--- config.mk ---
export PLATFORM = sky130hd
export DESIGN_NAME = div
export DESIGN_NICKNAME = d
export VERILOG_FILES = /design/src/rtl/div_pkg.sv /design/src/rtl/div.sv
export SDC_FILE = /design/constraint.sdc
export NUM_CORES = 1
export LEC_CHECK = 0
export ABC_CLOCK_PERIOD_IN_PS = 5600
export BUFFER_PORTS_ARGS = -buffer_cell sky130_fd_sc_hd__buf_2
export CAP_MARGIN = 25
export CORE_MARGIN = 8
export CORE_UTILIZATION = 38
export CTS_BUF_LIST = sky130_fd_sc_hd__clkbuf_8
export DETAILED_ROUTE_END_ITERATION = 7
export HOLD_SLACK_MARGIN = 0.03
export MAX_ROUTING_LAYER = met4
export PLACE_DENSITY = 0.52
export SYNTH_ARGS = -nofsm -noshare
export SYNTH_HDL_FRONTEND = slang
export SYNTH_SLANG_ARGS = --single-unit
--- constraint.sdc ---
create_clock -name clk -period 5.6 [get_ports clk]
set_input_delay 0.28 -clock clk [delete_from_list [all_inputs] [get_ports clk]]
set_output_delay 0.28 -clock clk [all_outputs]
set_load 0.1 [all_outputs]
--- src/rtl/div_pkg.sv ---
// Shared definitions for the iterative radix-2 divider: state codes,
// result/request strobes and the execute-stage ALU operation codes.
package div_pkg;

    // Default operand width of the divider.
    localparam int DIV_WIDTH = 32;

    // Divider state machine encoding.
    typedef enum logic [1:0] {
        DIV_FREE    = 2'b00,
        DIV_BY_ZERO = 2'b01,
        DIV_ON      = 2'b10,
        DIV_END     = 2'b11
    } div_state_e;

    // Result strobe levels.
    localparam logic DIV_RESULT_READY     = 1'b1;
    localparam logic DIV_RESULT_NOT_READY = 1'b0;

    // Start request levels driven by execute.
    localparam logic DIV_START = 1'b1;
    localparam logic DIV_STOP  = 1'b0;

    // Instruction function codes and execute-stage ALU operations.
    localparam logic [5:0] EXE_DIV     = 6'b011010;
    localparam logic [5:0] EXE_DIVU    = 6'b011011;
    localparam logic [7:0] EXE_DIV_OP  = 8'b00011010;
    localparam logic [7:0] EXE_DIVU_OP = 8'b00011011;

endpackage

--- src/rtl/div.sv ---
// Iterative radix-2 restoring divider. One quotient bit per cycle; signed
// operands are divided as magnitudes and the signs are restored at the end.
module div
    import div_pkg::*;
#(
    parameter int DW = DIV_WIDTH
) (
    input  logic              clk,
    input  logic              rst,
    input  logic              signed_div_i,
    input  logic [DW-1:0]     opdata1_i,
    input  logic [DW-1:0]     opdata2_i,
    input  logic              start_i,
    input  logic              annul_i,
    output logic [2*DW-1:0]   result_o,
    output logic              ready_o
);

    localparam int            CW       = $clog2(DW) + 1;
    localparam logic [CW-1:0] CNT_ZERO = CW'(0);
    localparam logic [CW-1:0] CNT_ONE  = CW'(1);
    localparam logic [CW-1:0] CNT_DONE = CW'(DW);

    // Two's complement negation used for operand magnitudes and result signs.
    function automatic logic [DW-1:0] twos_neg(input logic [DW-1:0] v);
        return ~v + {{(DW-1){1'b0}}, 1'b1};
    endfunction

    div_state_e        state_q,    state_d;
    logic [CW-1:0]     cnt_q,      cnt_d;
    logic [2*DW:0]     dividend_q, dividend_d;
    logic [DW-1:0]     divisor_q,  divisor_d;
    logic              signed_q,   signed_d;
    logic              op1_neg_q,  op1_neg_d;
    logic              op2_neg_q,  op2_neg_d;
    logic [2*DW-1:0]   result_q,   result_d;
    logic              ready_q,    ready_d;

    logic              op1_neg_s;
    logic              op2_neg_s;
    logic [DW-1:0]     op1_mag_s;
    logic [DW-1:0]     op2_mag_s;
    logic [DW:0]       diff_s;
    logic [DW-1:0]     quot_s;
    logic [DW-1:0]     rem_s;

    // Operand magnitudes for the incoming request; only signed requests
    // with a set MSB are negated, unsigned operands pass through.
    always_comb begin
        op1_neg_s = signed_div_i & opdata1_i[DW-1];
        op2_neg_s = signed_div_i & opdata2_i[DW-1];
        if (op1_neg_s) begin
            op1_mag_s = twos_neg(opdata1_i);
        end else begin
            op1_mag_s = opdata1_i;
        end
        if (op2_neg_s) begin
            op2_mag_s = twos_neg(opdata2_i);
        end else begin
            op2_mag_s = opdata2_i;
        end
    end

    // Trial subtraction of the divisor from the upper partial remainder;
    // bit DW of the difference is the borrow (negative result).
    always_comb begin
        diff_s = dividend_q[2*DW:DW] - {1'b0, divisor_q};
    end

    // Final sign correction, decided from the latched operand signs so the
    // live inputs may change freely once the request is accepted.
    always_comb begin
        if (signed_q && (op1_neg_q ^ op2_neg_q)) begin
            quot_s = twos_neg(dividend_q[DW-1:0]);
        end else begin
            quot_s = dividend_q[DW-1:0];
        end
        if (signed_q && op1_neg_q) begin
            rem_s = twos_neg(dividend_q[2*DW:DW+1]);
        end else begin
            rem_s = dividend_q[2*DW:DW+1];
        end
    end

    // Next-state and datapath update for the divider state machine.
    always_comb begin
        state_d    = state_q;
        cnt_d      = cnt_q;
        dividend_d = dividend_q;
        divisor_d  = divisor_q;
        signed_d   = signed_q;
        op1_neg_d  = op1_neg_q;
        op2_neg_d  = op2_neg_q;
        result_d   = result_q;
        ready_d    = ready_q;

        case (state_q)
            DIV_FREE: begin
                ready_d  = DIV_RESULT_NOT_READY;
                result_d = '0;
                if ((start_i == DIV_START) && !annul_i) begin
                    signed_d   = signed_div_i;
                    op1_neg_d  = op1_neg_s;
                    op2_neg_d  = op2_neg_s;
                    divisor_d  = op2_mag_s;
                    dividend_d = {{DW{1'b0}}, op1_mag_s, 1'b0};
                    cnt_d      = CNT_ZERO;
                    if (opdata2_i == '0) begin
                        state_d = DIV_BY_ZERO;
                    end else begin
                        state_d = DIV_ON;
                    end
                end else begin
                    state_d = DIV_FREE;
                end
            end

            DIV_BY_ZERO: begin
                // Zero quotient and remainder, reported one cycle later.
                dividend_d = '0;
                result_d   = '0;
                ready_d    = DIV_RESULT_READY;
                state_d    = DIV_END;
            end

            DIV_ON: begin
                if (annul_i) begin
                    // Flush: drop all partial work and go idle silently.
                    state_d    = DIV_FREE;
                    cnt_d      = CNT_ZERO;
                    dividend_d = '0;
                    ready_d    = DIV_RESULT_NOT_READY;
                    result_d   = '0;
                end else if (cnt_q != CNT_DONE) begin
                    if (diff_s[DW]) begin
                        dividend_d = {dividend_q[2*DW-1:0], 1'b0};
                    end else begin
                        dividend_d = {diff_s[DW-1:0], dividend_q[DW-1:0], 1'b1};
                    end
                    cnt_d = cnt_q + CNT_ONE;
                end else begin
                    state_d  = DIV_END;
                    cnt_d    = CNT_ZERO;
                    ready_d  = DIV_RESULT_READY;
                    result_d = {rem_s, quot_s};
                end
            end

            DIV_END: begin
                // Hold the result until execute drops its request.
                if (start_i == DIV_STOP) begin
                    state_d  = DIV_FREE;
                    ready_d  = DIV_RESULT_NOT_READY;
                    result_d = '0;
                end else begin
                    state_d  = DIV_END;
                    ready_d  = DIV_RESULT_READY;
                end
            end

            default: begin
                state_d    = DIV_FREE;
                cnt_d      = CNT_ZERO;
                dividend_d = '0;
                divisor_d  = '0;
                ready_d    = DIV_RESULT_NOT_READY;
                result_d   = '0;
            end
        endcase
    end

    // State and datapath registers with asynchronous reset.
    always_ff @(posedge clk or posedge rst) begin
        if (rst) begin
            state_q    <= DIV_FREE;
            cnt_q      <= CNT_ZERO;
            dividend_q <= '0;
            divisor_q  <= '0;
            signed_q   <= 1'b0;
            op1_neg_q  <= 1'b0;
            op2_neg_q  <= 1'b0;
            result_q   <= '0;
            ready_q    <= DIV_RESULT_NOT_READY;
        end else begin
            state_q    <= state_d;
            cnt_q      <= cnt_d;
            dividend_q <= dividend_d;
            divisor_q  <= divisor_d;
            signed_q   <= signed_d;
            op1_neg_q  <= op1_neg_d;
            op2_neg_q  <= op2_neg_d;
            result_q   <= result_d;
            ready_q    <= ready_d;
        end
    end

    assign result_o = result_q;
    assign ready_o  = ready_q;

endmodule

==> run_results.csv <==
group,metric,value,unit
outcome,status,"finished, final reports clean",
logic_synthesis,synth_top_area_frac,0.382,
logic_synthesis,yosysWarningCount,0,
clock_tree,clockBufferDepth,2,
grt,antenna_found_initial,0,
placement,gp_congestion,0.911,
layout,insertedDiodeCount,0,
layout,syn2layout_area_growth,12.5,%
detailed_routing,routedWlPerCell,17.4,um
job,cap_violations,0,
pwr,p_per_area,375,mW/mm^2
detailed_routing,ant_nets,0,
clock_tree,clk_pin_slew,100,ps
clock_tree,cts-root-buf,"clkbuf_8",
grt,grt_pass1_vias,9698,
pwr,power_leakage,5.69,nW
sta,slew-limit-headroom,0.427,
logic_synthesis,synth_edf_count,0,
logic_synthesis,syn_nets,1469,
worst_hold_path,hp-class,"input pin to register",
placement,dp_hpwl,24.9,mm
logic_synthesis,synthCells,1355,
layout,drive_gt1_frac,0.138,
logic_synthesis,syn-cell-area,0.0113,mm^2
placement,post-place-ws,1740,ps
pwr,design_power_total,0.00479,W
placement,port_buffers,133,
setup_path,cp_common_cell,"a21oi_1",
sta,setup_violations,0,
pwr,ir_drop,0.000246,V
floorplan,die_w,189,um
setup_path,worstSetupStartpointType,"register",
grt,grt_max_degree,84,
detailed_routing,drcViolationCount,0,
grt,grt_pass1_wl,53.6,mm
sta,slew_violations,0,
setup_path,worstPathArrival,4190,ps
clock_tree,clock_sinks,173,
setup_path,reg2reg_to,"dividend_q[63]$_DFFE_PP0P_",
layout,design_area,0.0128,mm^2
logic_synthesis,synth_area_per_cell,8.37,um^2
floorplan,io_pins,134,
setup_path,crit_type,"register to register",
logic_synthesis,synth_area_leaders,"dfrtp_1 38%, o21ai_0 8.8%, nand2_1 7.4%",
layout,final_core_util,0.433,
sta,hold_viol_final,0,
floorplan,fp.dieArea,0.0356,mm^2
detailed_routing,routed_via_density,5.25,
setup_path,slowest_stage,"nand3_2",
detailed_routing,num_vias,9747,
worst_hold_path,holdPathEnd,"divisor_q[31]$_DFFE_PP0P_",
sta,fin_tns_setup,0,ps
grt,overflow,0,
logic_synthesis,yosysSeqAreaShare,0.382,
detailed_routing,drt-initial-drc-count,575,
clock_tree,cts_max_level,4,
setup_path,reg2reg_slack,1720,ps
worst_hold_path,timing.hold.worst.start,"opdata2_i[31]",
sta,fin_skew,40.6,ps
detailed_routing,routed_wl,32.3,mm
clock_tree,cts_tree,"done",
sta,period_needed,3880,ps
clock_tree,cts_setup_buffers,0,
sta,rsz0062_at_grt,"false",
floorplan,rows,63,
placement,dpl_cell_area,0.0123,mm^2
floorplan,coreArea,0.0295,mm^2
sta,final.period_utilization,0.693,
setup_path,cp_data_required_time,5900,ps
logic_synthesis,synth.ff_latch_count,173,
setup_path,worstRegToRegCells,11,
setup_path,rr_startpoint,"dividend_q[45]$_DFFE_PP0P_",
setup_path,critPathMaxStageDelay,620,ps
setup_path,cp_max_fo,27,
setup_path,critPathCaptureType,"register",
sta,worst_slew_pin_slew,854,ps
detailed_routing,dr.pass1.iters,5,
layout,nets,1570,
sta,fin_ws,1720,ps
floorplan,start_util,0.385,
worst_hold_path,hold_depth,3,
grt,grt_usage,0.189,
logic_synthesis,async_reset_ff_frac,1.00,
setup_path,path_cells,"ha_1, a21oi_1, nor3_1, or3_1, o31a_1, a21oi_1, or4_1, nand3_2, buf_4, mux2i_1, o21ai_0",
logic_synthesis,ys_types,67,
clock_tree,worstSkewPairLatency,480,ps
sta,max_freq,0.257,GHz
logic_synthesis,synth_flop_cell,"dfrtp_1",
logic_synthesis,synth_largest_area_cell,"dfrtp_1",
clock_tree,cts_buffers,17,
floorplan,die_h,189,um
## placed cells by master, fill, tap and decap left out, types with 27 or more instances in the layout
cell type / n
ha_1: 44
dfrtp_1: 173
o21ai_0: 200
xor2_1: 71
inv_1: 61
nor2_1: 76
mux2i_1: 31
buf_2: 133
a21oi_1: 71
nand2_1: 220
o31ai_1: 27
xnor2_1: 72
## timing repair
item | CTS | global route
endpoints found under the hold margin | 81 | 0
gates resized for setup | 0 | 0
setup endpoints to repair | 0 | 0
hold buffers | 1 | 0
## kinds of logic (layout without fill, tap and decap cells)
kind of cell / after synthesis / count (layout) / synth area share
compound gates: 404 / 404 / 0.210
xor+xnor: 143 / 143 / 0.110
fa+ha+maj: 45 / 45 / 0.0503
buf+inv: 126 / 239 / 0.0432
flops: 173 / 173 / 0.382
mux: 32 / 32 / 0.0283
simple gates: 432 / 432 / 0.176
## worst max path at each step
stage | start | depth (start not counted) | slack, ps | end
2_1_floorplan | rst | 1 | 630 | cnt_q[0]$_DFFE_PP0P_
3_3_place_gp | dividend_q[32]$_DFFE_PP0P_ | 13 | 1850 | dividend_q[53]$_DFFE_PP0P_
3_5_place_dp | dividend_q[45]$_DFFE_PP0P_ | 11 | 1740 | dividend_q[56]$_DFFE_PP0P_
4_1_cts | dividend_q[45]$_DFFE_PP0P_ | 11 | 1740 | dividend_q[63]$_DFFE_PP0P_
5_1_grt | dividend_q[45]$_DFFE_PP0P_ | 11 | 1400 | dividend_q[56]$_DFFE_PP0P_
6_report | dividend_q[45]$_DFFE_PP0P_ | 11 | 1720 | dividend_q[63]$_DFFE_PP0P_
## worst max-delay path: cells and delay by family, from the launching register on
| kind | cells | cell delay [ps] |
|---|---|---|
| and+or+nand+nor | 4 | 1260 |
| AOI/OAI and AO/OA | 4 | 920 |
| buffers and inverters | 1 | 480 |
| DFF | 1 | 470 |
| adders and majority gates | 1 | 400 |
| muxes | 1 | 190 |
## state kept, by name, indices dropped and copies added (netlist names)
register / flops
cnt_q: 6
dividend_q: 65
divisor_q: 32
op1_neg_q: 1
op2_neg_q: 1
ready_o: 1
result_o: 64
signed_q: 1
state_q: 2
## cells in the mapped netlist, types with 17 or more instances
| cell | count |
|---|---|
| nor3_1 | 22 |
| clkbuf_1 | 53 |
| nand3_1 | 17 |
| inv_1 | 62 |
| a21oi_1 | 71 |
| dfrtp_1 | 173 |
| xor2_1 | 71 |
| o31ai_1 | 27 |
| xnor2_1 | 72 |
| a22oi_1 | 21 |
| mux2i_1 | 31 |
| nor2_1 | 76 |
| nand2_1 | 223 |
| o21ai_0 | 200 |
| nor4_1 | 17 |
| ha_1 | 44 |
## through the flow
stage | hold slack, ps | std cells
after floorplan | 416 | 1355
after global placement | 457 | 1825
after detailed placement | 464 | 1825
after CTS | 71.4 | 1857
after global routing | 111 | 1858
final | 94.7 | 1858
## per-layer routing
layer  share of wire  global-route usage
met4          0.0095              0.0403
met3           0.041              0.0237
met1            0.55               0.288
met2            0.40               0.260
met5               0                   -
## layout make-up
| type | count | area [um^2] |
|---|---|---|
| clock buffers | 19 | 262 |
| clock inverters | 12 | 128 |
| fillers | 3009 | 16700 |
| inverters | 63 | 241 |
| multi-input cells | 1056 | 6540 |
| flip-flops and latches | 173 | 4330 |
| well taps | 390 | 488 |
| repair buffers | 145 | 771 |
## report_power, final
part	internal [W]	leakage, nW	switching, W
registers	0.00149	2.32	0.000258
clock network	0.000386	0.189	0.000522
logic	0.000771	3.18	0.00136
No activity file was read; power rests on OpenSTA's default activity.
